### src/rtl/spi_ctrl_pkg.sv
// Shared types and constants for the SPI frame controller.
// Holds the FSM state enum, default address window and the pointer-advance rule.
package spi_ctrl_pkg;

  typedef enum logic [1:0] {
    ADDR = 2'd0,
    DATA = 2'd1,
    ERR  = 2'd2
  } state_t;

  localparam int   DEF_FIRST_ADDR = 1;
  localparam int   DEF_MAX_ADDR   = 59;
  localparam logic RW_WRITE       = 1'b1;

  // Auto-increment with wrap back to the first valid register.
  function automatic logic [7:0] next_ptr(input logic [7:0] ptr,
                                          input logic [7:0] first,
                                          input logic [7:0] last);
    return (ptr == last) ? first : ptr + 8'd1;
  endfunction

endpackage

### src/rtl/spi_byte_shifter.sv
// Serial-to-parallel byte assembler, MSB first.
// o_byte presents the full byte combinationally on the edge that samples bit 7.
module spi_byte_shifter (
  input  logic       sclk,
  input  logic       rstn,
  input  logic       i_serial,
  output logic [7:0] o_byte,
  output logic       o_byte_done
);

  logic [6:0] r_shift;
  logic [2:0] r_cnt;

  always_ff @(posedge sclk or negedge rstn) begin
    if (!rstn) begin
      r_shift <= '0;
      r_cnt   <= '0;
    end else begin
      r_shift <= {r_shift[5:0], i_serial};
      r_cnt   <= r_cnt + 3'd1;
    end
  end

  // The eighth bit is still on the wire, so splice it in directly.
  assign o_byte      = {r_shift, i_serial};
  assign o_byte_done = (r_cnt == 3'd7);

endmodule

### src/rtl/spi_frame_ctrl.sv
// SPI register-access frame controller: address byte, then an endless
// auto-incrementing burst of writes or readout loads until reset.
module spi_frame_ctrl
  import spi_ctrl_pkg::*;
#(
  parameter int FIRST_ADDR = DEF_FIRST_ADDR,
  parameter int MAX_ADDR   = DEF_MAX_ADDR
) (
  input  logic       sclk,
  input  logic       rstn,
  input  logic       serial_in,
  output logic [7:0] wr_addr,
  output logic [7:0] wr_data,
  output logic       wr_strobe,
  output logic [7:0] rd_addr,
  output logic       rd_load,
  output logic       msg_flag,
  output logic       addr_err
);

  localparam logic [7:0] FIRST8 = 8'(FIRST_ADDR);
  localparam logic [7:0] MAX8   = 8'(MAX_ADDR);

  state_t     r_state;
  state_t     w_next_state;
  logic [7:0] w_byte;
  logic       w_byte_done;
  logic [7:0] w_start;
  logic       w_addr_ok;
  logic [7:0] r_ptr;
  logic       r_rw;
  logic [7:0] r_wr_addr;
  logic [7:0] r_wr_data;
  logic       r_wr_strobe;
  logic [7:0] r_rd_addr;
  logic       r_rd_load;

  spi_byte_shifter u_shifter (
    .sclk        (sclk),
    .rstn        (rstn),
    .i_serial    (serial_in),
    .o_byte      (w_byte),
    .o_byte_done (w_byte_done)
  );

  assign w_start   = {1'b0, w_byte[6:0]};
  assign w_addr_ok = (w_start >= FIRST8) && (w_start <= MAX8);

  always_ff @(posedge sclk or negedge rstn) begin
    if (!rstn) r_state <= ADDR;
    else       r_state <= w_next_state;
  end

  // Only the address byte can move the FSM; DATA and ERR are left by reset alone.
  always_comb begin
    w_next_state = r_state;
    case (r_state)
      ADDR:    if (w_byte_done) w_next_state = w_addr_ok ? DATA : ERR;
      DATA:    w_next_state = DATA;
      ERR:     w_next_state = ERR;
      default: w_next_state = ADDR;
    endcase
  end

  always_ff @(posedge sclk or negedge rstn) begin
    if (!rstn) begin
      r_ptr       <= '0;
      r_rw        <= 1'b0;
      r_wr_addr   <= '0;
      r_wr_data   <= '0;
      r_wr_strobe <= 1'b0;
      r_rd_addr   <= '0;
      r_rd_load   <= 1'b0;
    end else begin
      r_wr_strobe <= 1'b0;
      r_rd_load   <= 1'b0;
      if (w_byte_done) begin
        case (r_state)
          ADDR: begin
            if (w_addr_ok) begin
              r_rw <= w_byte[7];
              // A read preloads the start register immediately.
              if (w_byte[7] == RW_WRITE) begin
                r_ptr <= w_start;
              end else begin
                r_rd_addr <= w_start;
                r_rd_load <= 1'b1;
                r_ptr     <= next_ptr(w_start, FIRST8, MAX8);
              end
            end
          end
          DATA: begin
            if (r_rw == RW_WRITE) begin
              r_wr_addr   <= r_ptr;
              r_wr_data   <= w_byte;
              r_wr_strobe <= 1'b1;
            end else begin
              r_rd_addr <= r_ptr;
              r_rd_load <= 1'b1;
            end
            r_ptr <= next_ptr(r_ptr, FIRST8, MAX8);
          end
          default: ;
        endcase
      end
    end
  end

  assign wr_addr   = r_wr_addr;
  assign wr_data   = r_wr_data;
  assign wr_strobe = r_wr_strobe;
  assign rd_addr   = r_rd_addr;
  assign rd_load   = r_rd_load;
  assign msg_flag  = (r_state == DATA);
  assign addr_err  = (r_state == ERR);

  a_strobe_excl : assert property (@(posedge sclk) disable iff (!rstn)
                                   !(r_wr_strobe && r_rd_load));

endmodule

### config.mk
export PLATFORM = sky130hd
export DESIGN_NAME = spi_frame_ctrl
export DESIGN_NICKNAME = d
export VERILOG_FILES = /design/src/rtl/spi_ctrl_pkg.sv /design/src/rtl/spi_byte_shifter.sv /design/src/rtl/spi_frame_ctrl.sv
export SDC_FILE = /design/constraint.sdc
export NUM_CORES = 1
export LEC_CHECK = 0
export BUFFER_PORTS_ARGS = -buffer_cell sky130_fd_sc_hd__buf_2
export CAP_MARGIN = 0
export CORE_MARGIN = 4
export CORE_UTILIZATION = 55
export CTS_CLUSTER_SIZE = 24
export DETAILED_ROUTE_END_ITERATION = 8
export PLACE_DENSITY = 0.77
export SYNTH_ARGS = -nofsm -noshare
export SYNTH_HDL_FRONTEND = slang
export SYNTH_SLANG_ARGS = --single-unit
### constraint.sdc
create_clock -name sclk -period 2.2 [get_ports sclk]
set_input_delay 0.66 -clock sclk [delete_from_list [all_inputs] [get_ports sclk]]
set_output_delay 0.66 -clock sclk [all_outputs]
set_load 0.01 [all_outputs]
Word level (Yosys, flattened, before mapping):

Cells that the tools add are included.

* bits in registers: 47
* logic and storage cells: 51
* output and inout bits: 28
* input bits: 3

* magnitude comparators: 2
* reductions and logical operators: 7
* equal/unequal tests: 9
* multiplexer cells: 20
* add/sub/neg operators: 3

Operator list (number)
* 8-bit two-way mux: 7
* 8-bit case mux with 2 select lines: 2
* 3-bit AND reduction: 3
* 7-bit by 1-bit adder with 8-bit output, second input constant: 1
* 8-bit by 1-bit adder with 8-bit output, second input constant: 1
* 8-bit by 6-bit == test with 1-bit output, second input constant: 1
* 7-bit by 6-bit == test with 1-bit output, second input constant: 1
* 7-bit by 1-bit >= comparator with 1-bit output, second input constant: 1
* 7-bit by 6-bit less-or-equal comparator with 1-bit output, second input constant: 1
* 1-bit two-way mux: 7
* 2-bit inequality test, second input constant: 3
* 2-bit case mux with 3 select lines: 1
* 5-bit AND reduction: 1
* 2-bit two-way mux: 2
* 3-bit by 1-bit adder with 3-bit output, second input constant: 1
* 3-bit == test, second input constant: 1
* 2-bit by 1-bit == test with 1-bit output, second input constant: 1
* 2-bit == test, second input constant: 1
* 2-bit zero test: 1
* 2-bit by 1-bit inequality test with 1-bit output, second input constant: 1
* 1-bit case mux with 2 select lines: 1
* 2-bit nonzero test: 1
* 1-bit logical AND: 1

Depth between registers and ports, before layout:

* depth in word-level cells: 5
* mapped depth: 8
* depth with buffers taken out: 7

Hierarchy:

From an unflattened synthesis, not the netlist that was laid out.

* cell total of the unflattened synthesis: 198
* area total of the unflattened synthesis: 2227.1 um2

By module, submodules not included
* spi_frame_ctrl: sequential area each 925.9 um2, area each 1940.6 um2, cells each 184, instances 1
* spi_byte_shifter: sequential area each 250.2 um2, area each 286.5 um2, cells each 14, instances 1

Worst setup path before layout:

OpenSTA, ideal clock, no wires.

* path type: in2reg
* start: in serial_in
* end: reg r_rd_addr[0], in the netlist rd_addr[0]
* library setup time: 125 ps
* setup slack: 124 ps
* stages: 6
* data required time: 2075 ps
* arrival time: 1951 ps
* cells stage by stage: ha_1 -> and3b_1 -> o21ai_4 -> nand3_4 -> a21oi_4 -> mux2_4

* longest elaborated chain between the ends: 4
* elaborated cells between the ends (all ways): 8
* those cells by class: 2 x order compare; 1 x eq/ne; 3 x mux; 2 x reduce/logical

Ends and longest elaborated chain
* start: declaration: line spi_frame_ctrl.sv:11 `input logic serial_in,`
* 7-bit by 1-bit >= comparator with 1-bit output or 7-bit by 6-bit less-or-equal comparator with 1-bit output (tied branches): line spi_frame_ctrl.sv:47 `assign w_addr_ok = (w_start >= FIRST8) && (w_start <= MAX8);`
* 1-bit logical AND: line spi_frame_ctrl.sv:47
* 2-bit inequality test (no line)
* 5-bit AND reduction (no line)
* end signal: assignment: line spi_frame_ctrl.sv:86 `r_rd_addr <= w_start;`
* end signal: assignment: line spi_frame_ctrl.sv:98 `r_rd_addr <= r_ptr;`
* end: declaration: line spi_frame_ctrl.sv:35 `logic [7:0] r_rd_addr;`

Parallel ways exist; a longest one is shown, timed or not. The select of a mux whose other input is x is not followed.
A chain may end at the register's enable or synchronous reset.

Worst setup path in the final report:

* start: reg r_state[1]
* end: out msg_flag

* longest elaborated chain between the ends: 1

Ends and longest elaborated chain
* start: declaration: line spi_frame_ctrl.sv:24 `state_t r_state;`
* start signal: assignment: line spi_frame_ctrl.sv:51 `else r_state <= w_next_state;`
* 2-bit by 1-bit == test with 1-bit output: line spi_frame_ctrl.sv:114 `assign msg_flag = (r_state == DATA);`
* end: declaration: line spi_frame_ctrl.sv:17 `output logic msg_flag,`

No other way between the ends.

==> run_results.csv <==
group,metric,value,unit
run_status,status,"completed",
global_routing,busiest_layer,"met2",
floorplan,initial_core_util,0.571,
setup_path,critPathLaunchType,"flop",
setup_path,worst-path-stages,3,
routing,firstDrtPassIters,4,
synth,synthCells,209,
setup_path,critPathMaxFanout,17,
floorplan,num_rows,23,
placed_design,dp_slack,-22.9,ps
global_routing,grt_pass1_wl,7800,um
setup_path,rrSetupSlack,240,ps
cells_and_area,ff_latch_area,0.00118,mm2
hold_path,hp-class,"in2async",
routing,wl,4510,um
sta,worstMarginPinSlew,544,ps
clocking,cts-root-buf,"clkbuf_8",
global_routing,grt_usage,0.192,
synth,syn_area,0.00228,mm2
synth,synth_top_area_cell,"dfrtp_1",
global_routing,use_met2,0.311,
setup_path,r2r_start,"u_shifter.r_shift[0]$_DFF_PN0_",
setup_path,critPathTopFamily,"buffers and inverters",
sta,max_freq,0.501,GHz
power_and_ir_drop,power.share.sequential,0.549,
clocking,clockBufferDepth,2,
sta,skew,7.64,ps
setup_path,r2r_cells,7,
power_and_ir_drop,switching_share,0.308,
setup_path,cp-end-kind,"output port",
synth,synth-warning-count,0,
global_routing,grt_antenna_before_repair,0,
power_and_ir_drop,clkPwrFrac,0.249,
power_and_ir_drop,p_leak,1.26,nW
power_and_ir_drop,combPwrFrac,0.202,
setup_path,crit_path_max_incr_delay,420,ps
routing,first_iter_violations,70,
global_routing,gr-usage-met3,0.0582,
routing,drtAntennaViolNets,0,
clocking,clock_latency,300,ps
synth,synth_area_per_cell,10.9,um2
sta,fin_crit,1990,ps
placed_design,gp_congestion,0.879,
global_routing,grt_overflow,0,
routing,drc_errors,0,
clocking,path_clk_slew,80,ps
cells_and_area,multi_input_area,0.00100,mm2
synth,yosysTopAreaCellShare,0.515,
clocking,cts_made_buffers,5,
power_and_ir_drop,net-switching-power,0.635,mW
cells_and_area,final_nets,254,
setup_path,crit_chain,"nand2b_1 -> inv_2 -> buf_2",
sta,slew_headroom,0.637,
floorplan,core-area,0.00400,mm2
power_and_ir_drop,peakVddDrop,0.423,mV
placed_design,dp_hpwl,3290,um
cells_and_area,area_growth,14.2,%
cells_and_area,final_util,0.652,
setup_path,critPathRequiredTime,1540,ps
floorplan,die-area,0.00525,mm2
setup_path,critPathKind,"reg2out",
synth,ys_types,50,
synth,synth-seq-cells,47,
setup_path,critPathBufInv,2,
sta,period_share,0.907,
synth,ys_seq_area_frac,0.515,
clocking,cts.sinks,47,
sta,hold_viol_final,0,
routing,viasPerCell,5.73,
setup_path,slowest_stage,"dfrtp_1",
job,max_cap_violations,0,
sta,setup_ws,206,ps
cells_and_area,n_fill_cell,324,
cells_and_area,drive_above_1_share,0.309,
sta,rsz0062_at_grt,"no",
cells_and_area,antenna_cells,0,
synth,ys.flop_type,"dfrtp_1",
routing,drt-wirelength-per-cell,15.2,um
floorplan,io_pins,31,
floorplan,die_w,72.4,um
placed_design,portBuffers,30,
power_and_ir_drop,fin_total_pwr,2.06,mW
synth,netlist_top_cells_area,"dfrtp_1 (52%), mux2_2 (5.4%), nand2_1 (4.3%), mux2_4 (3.9%), o21ai_0 (3.7%)",
synth,synth_edf_count,0,
sta,setup-violations-final,0,
power_and_ir_drop,powerDensity,791,mW/mm2
clocking,cts_max_level,2,
power_and_ir_drop,p_int,1.43,mW
floorplan,die_y,72.4,um
synth,synthesis.nets,217,
global_routing,grt_pass1_vias,1706,
global_routing,met1_usage,0.246,
global_routing,grt_start_max_net_pins,26,
routing,vias,1696,
setup_path,r2r_end,"r_ptr[4]$_DFFE_PN0P_",
setup_path,worstPathArrival,1330,ps
sta,drv_slew,0,
clocking,cts_tree,"yes",
synth,async_reset_ff_frac,1.00,
cell usage in the layout, fill, tap and decap left out, types with 2 or more instances in the layout:
cell type and n:
buf_4 9, mux2_4 6, buf_2 30, a21oi_1 6
dfrtp_1 46, inv_1 9, mux2_2 11, ha_1 5
nor2b_1 3, o22ai_1 2, nor2_1 10, a31oi_1 2
o21ai_0 17, o21ai_1 2, nand3_1 7, clkbuf_8 6
nand2b_1 3, a21oi_4 2, nor3b_1 2, nor3_1 4
o31ai_1 5, o211ai_1 2, nor4_1 2, mux2_1 2
nand2_1 26
worst max-delay path by stage:
stage,from,end,slack [ps]
global placement,serial_in,rd_addr[5]$_DFFE_PN0P_,5
detailed placement,serial_in,r_ptr[4]$_DFFE_PN0P_,-20
CTS,r_state[0]$_DFFE_PN0P_,msg_flag,80
floorplan,serial_in,rd_addr[0]$_DFFE_PN0P_,120
global route,u_shifter.r_shift[0]$_DFF_PN0_,r_ptr[4]$_DFFE_PN0P_,60
finish,r_state[1]$_DFFE_PN0P_,msg_flag,210
per-layer routing:
layer  wire length (um)  part of all wire
met1               1980              0.44
met5                  0                 0
met2               2070              0.46
met4                 60             0.013
met3                403             0.089
state kept, by name, indices dropped and copies added, names as in the netlist:
register           cells
r_ptr                  8
rd_addr                8
wr_addr                8
wr_data                8
u_shifter.r_shift      7
u_shifter.r_cnt        3
r_state                2
r_rw                   1
rd_load                1
wr_strobe              1
power by group through the flow:
stage / sequential, mW / combinational [mW] / clock (mW)
after detailed placement: 1.15 / 0.420 / 0
final: 1.13 / 0.417 / 0.513
after global routing: 1.15 / 0.475 / 0.566
after floorplan: 1.12 / 0.276 / 0
after global placement: 1.14 / 0.410 / 0
after CTS: 1.13 / 0.421 / 0.534
metrics by stage:
| step | setup TNS, ps | std cells | area (um2) | hold WS (ps) |
|---|---|---|---|---|
| 6_report | 0 | 296 | 2610 | 334 |
| 5_1_grt | 0 | 296 | 2610 | 370 |
| 4_1_cts | 0 | 296 | 2610 | 342 |
| 3_5_place_dp | -121 | 289 | 2520 | 425 |
| 3_3_place_gp | 0 | 289 | 2520 | 414 |
| 2_1_floorplan | 0 | 209 | 2280 | 355 |
worst register-to-register path, cell delays in order, from the launching register on:
cell and delay, ps:
dfrtp_1 460, inv_1 130, ha_1 210, nor4_2 230, a21oi_4 140, o211ai_2 390
buf_4 200, o21ai_0 90
kinds of logic after synthesis:
group | Yosys count | share of synthesized area
simple gates | 70 | 0.163
compound gates | 47 | 0.142
flops | 47 | 0.515
buf+inv | 20 | 0.0449
mux | 20 | 0.108
fa+ha+maj | 5 | 0.0274
layout make-up:
class                           count  area share
Clock buffer                        6      0.0317
Clock inverter                      1     0.00192
Inverter                           10      0.0144
Multi-Input combinational cell    142       0.385
Sequential cell                    47       0.452
Tap cell                           50      0.0240
Timing Repair Buffer               40      0.0912
what timing repair did:
item | CTS | global route
resized for setup | 0 | 1
hold buffers | 0 | 0
endpoints found under the setup margin | 0 | 1
setup buffers | 0 | 0
synth_stat cells, types with 2 or more instances:
cell	number
o21ai_1	2
nor3b_1	2
a31oi_1	2
o31ai_1	5
mux2_4	6
nor3_1	4
o22ai_1	2
a21oi_1	6
o21ai_0	17
buf_4	4
nor4_1	2
nor2_1	10
a21oi_4	2
nor2b_1	3
nand2_1	26
mux2_2	11
buf_2	4
ha_1	5
dfrtp_1	47
mux2_1	2
nand3_1	7
inv_1	9
nand2b_1	3
o211ai_1	2
(Power assumes the default switching activity.)
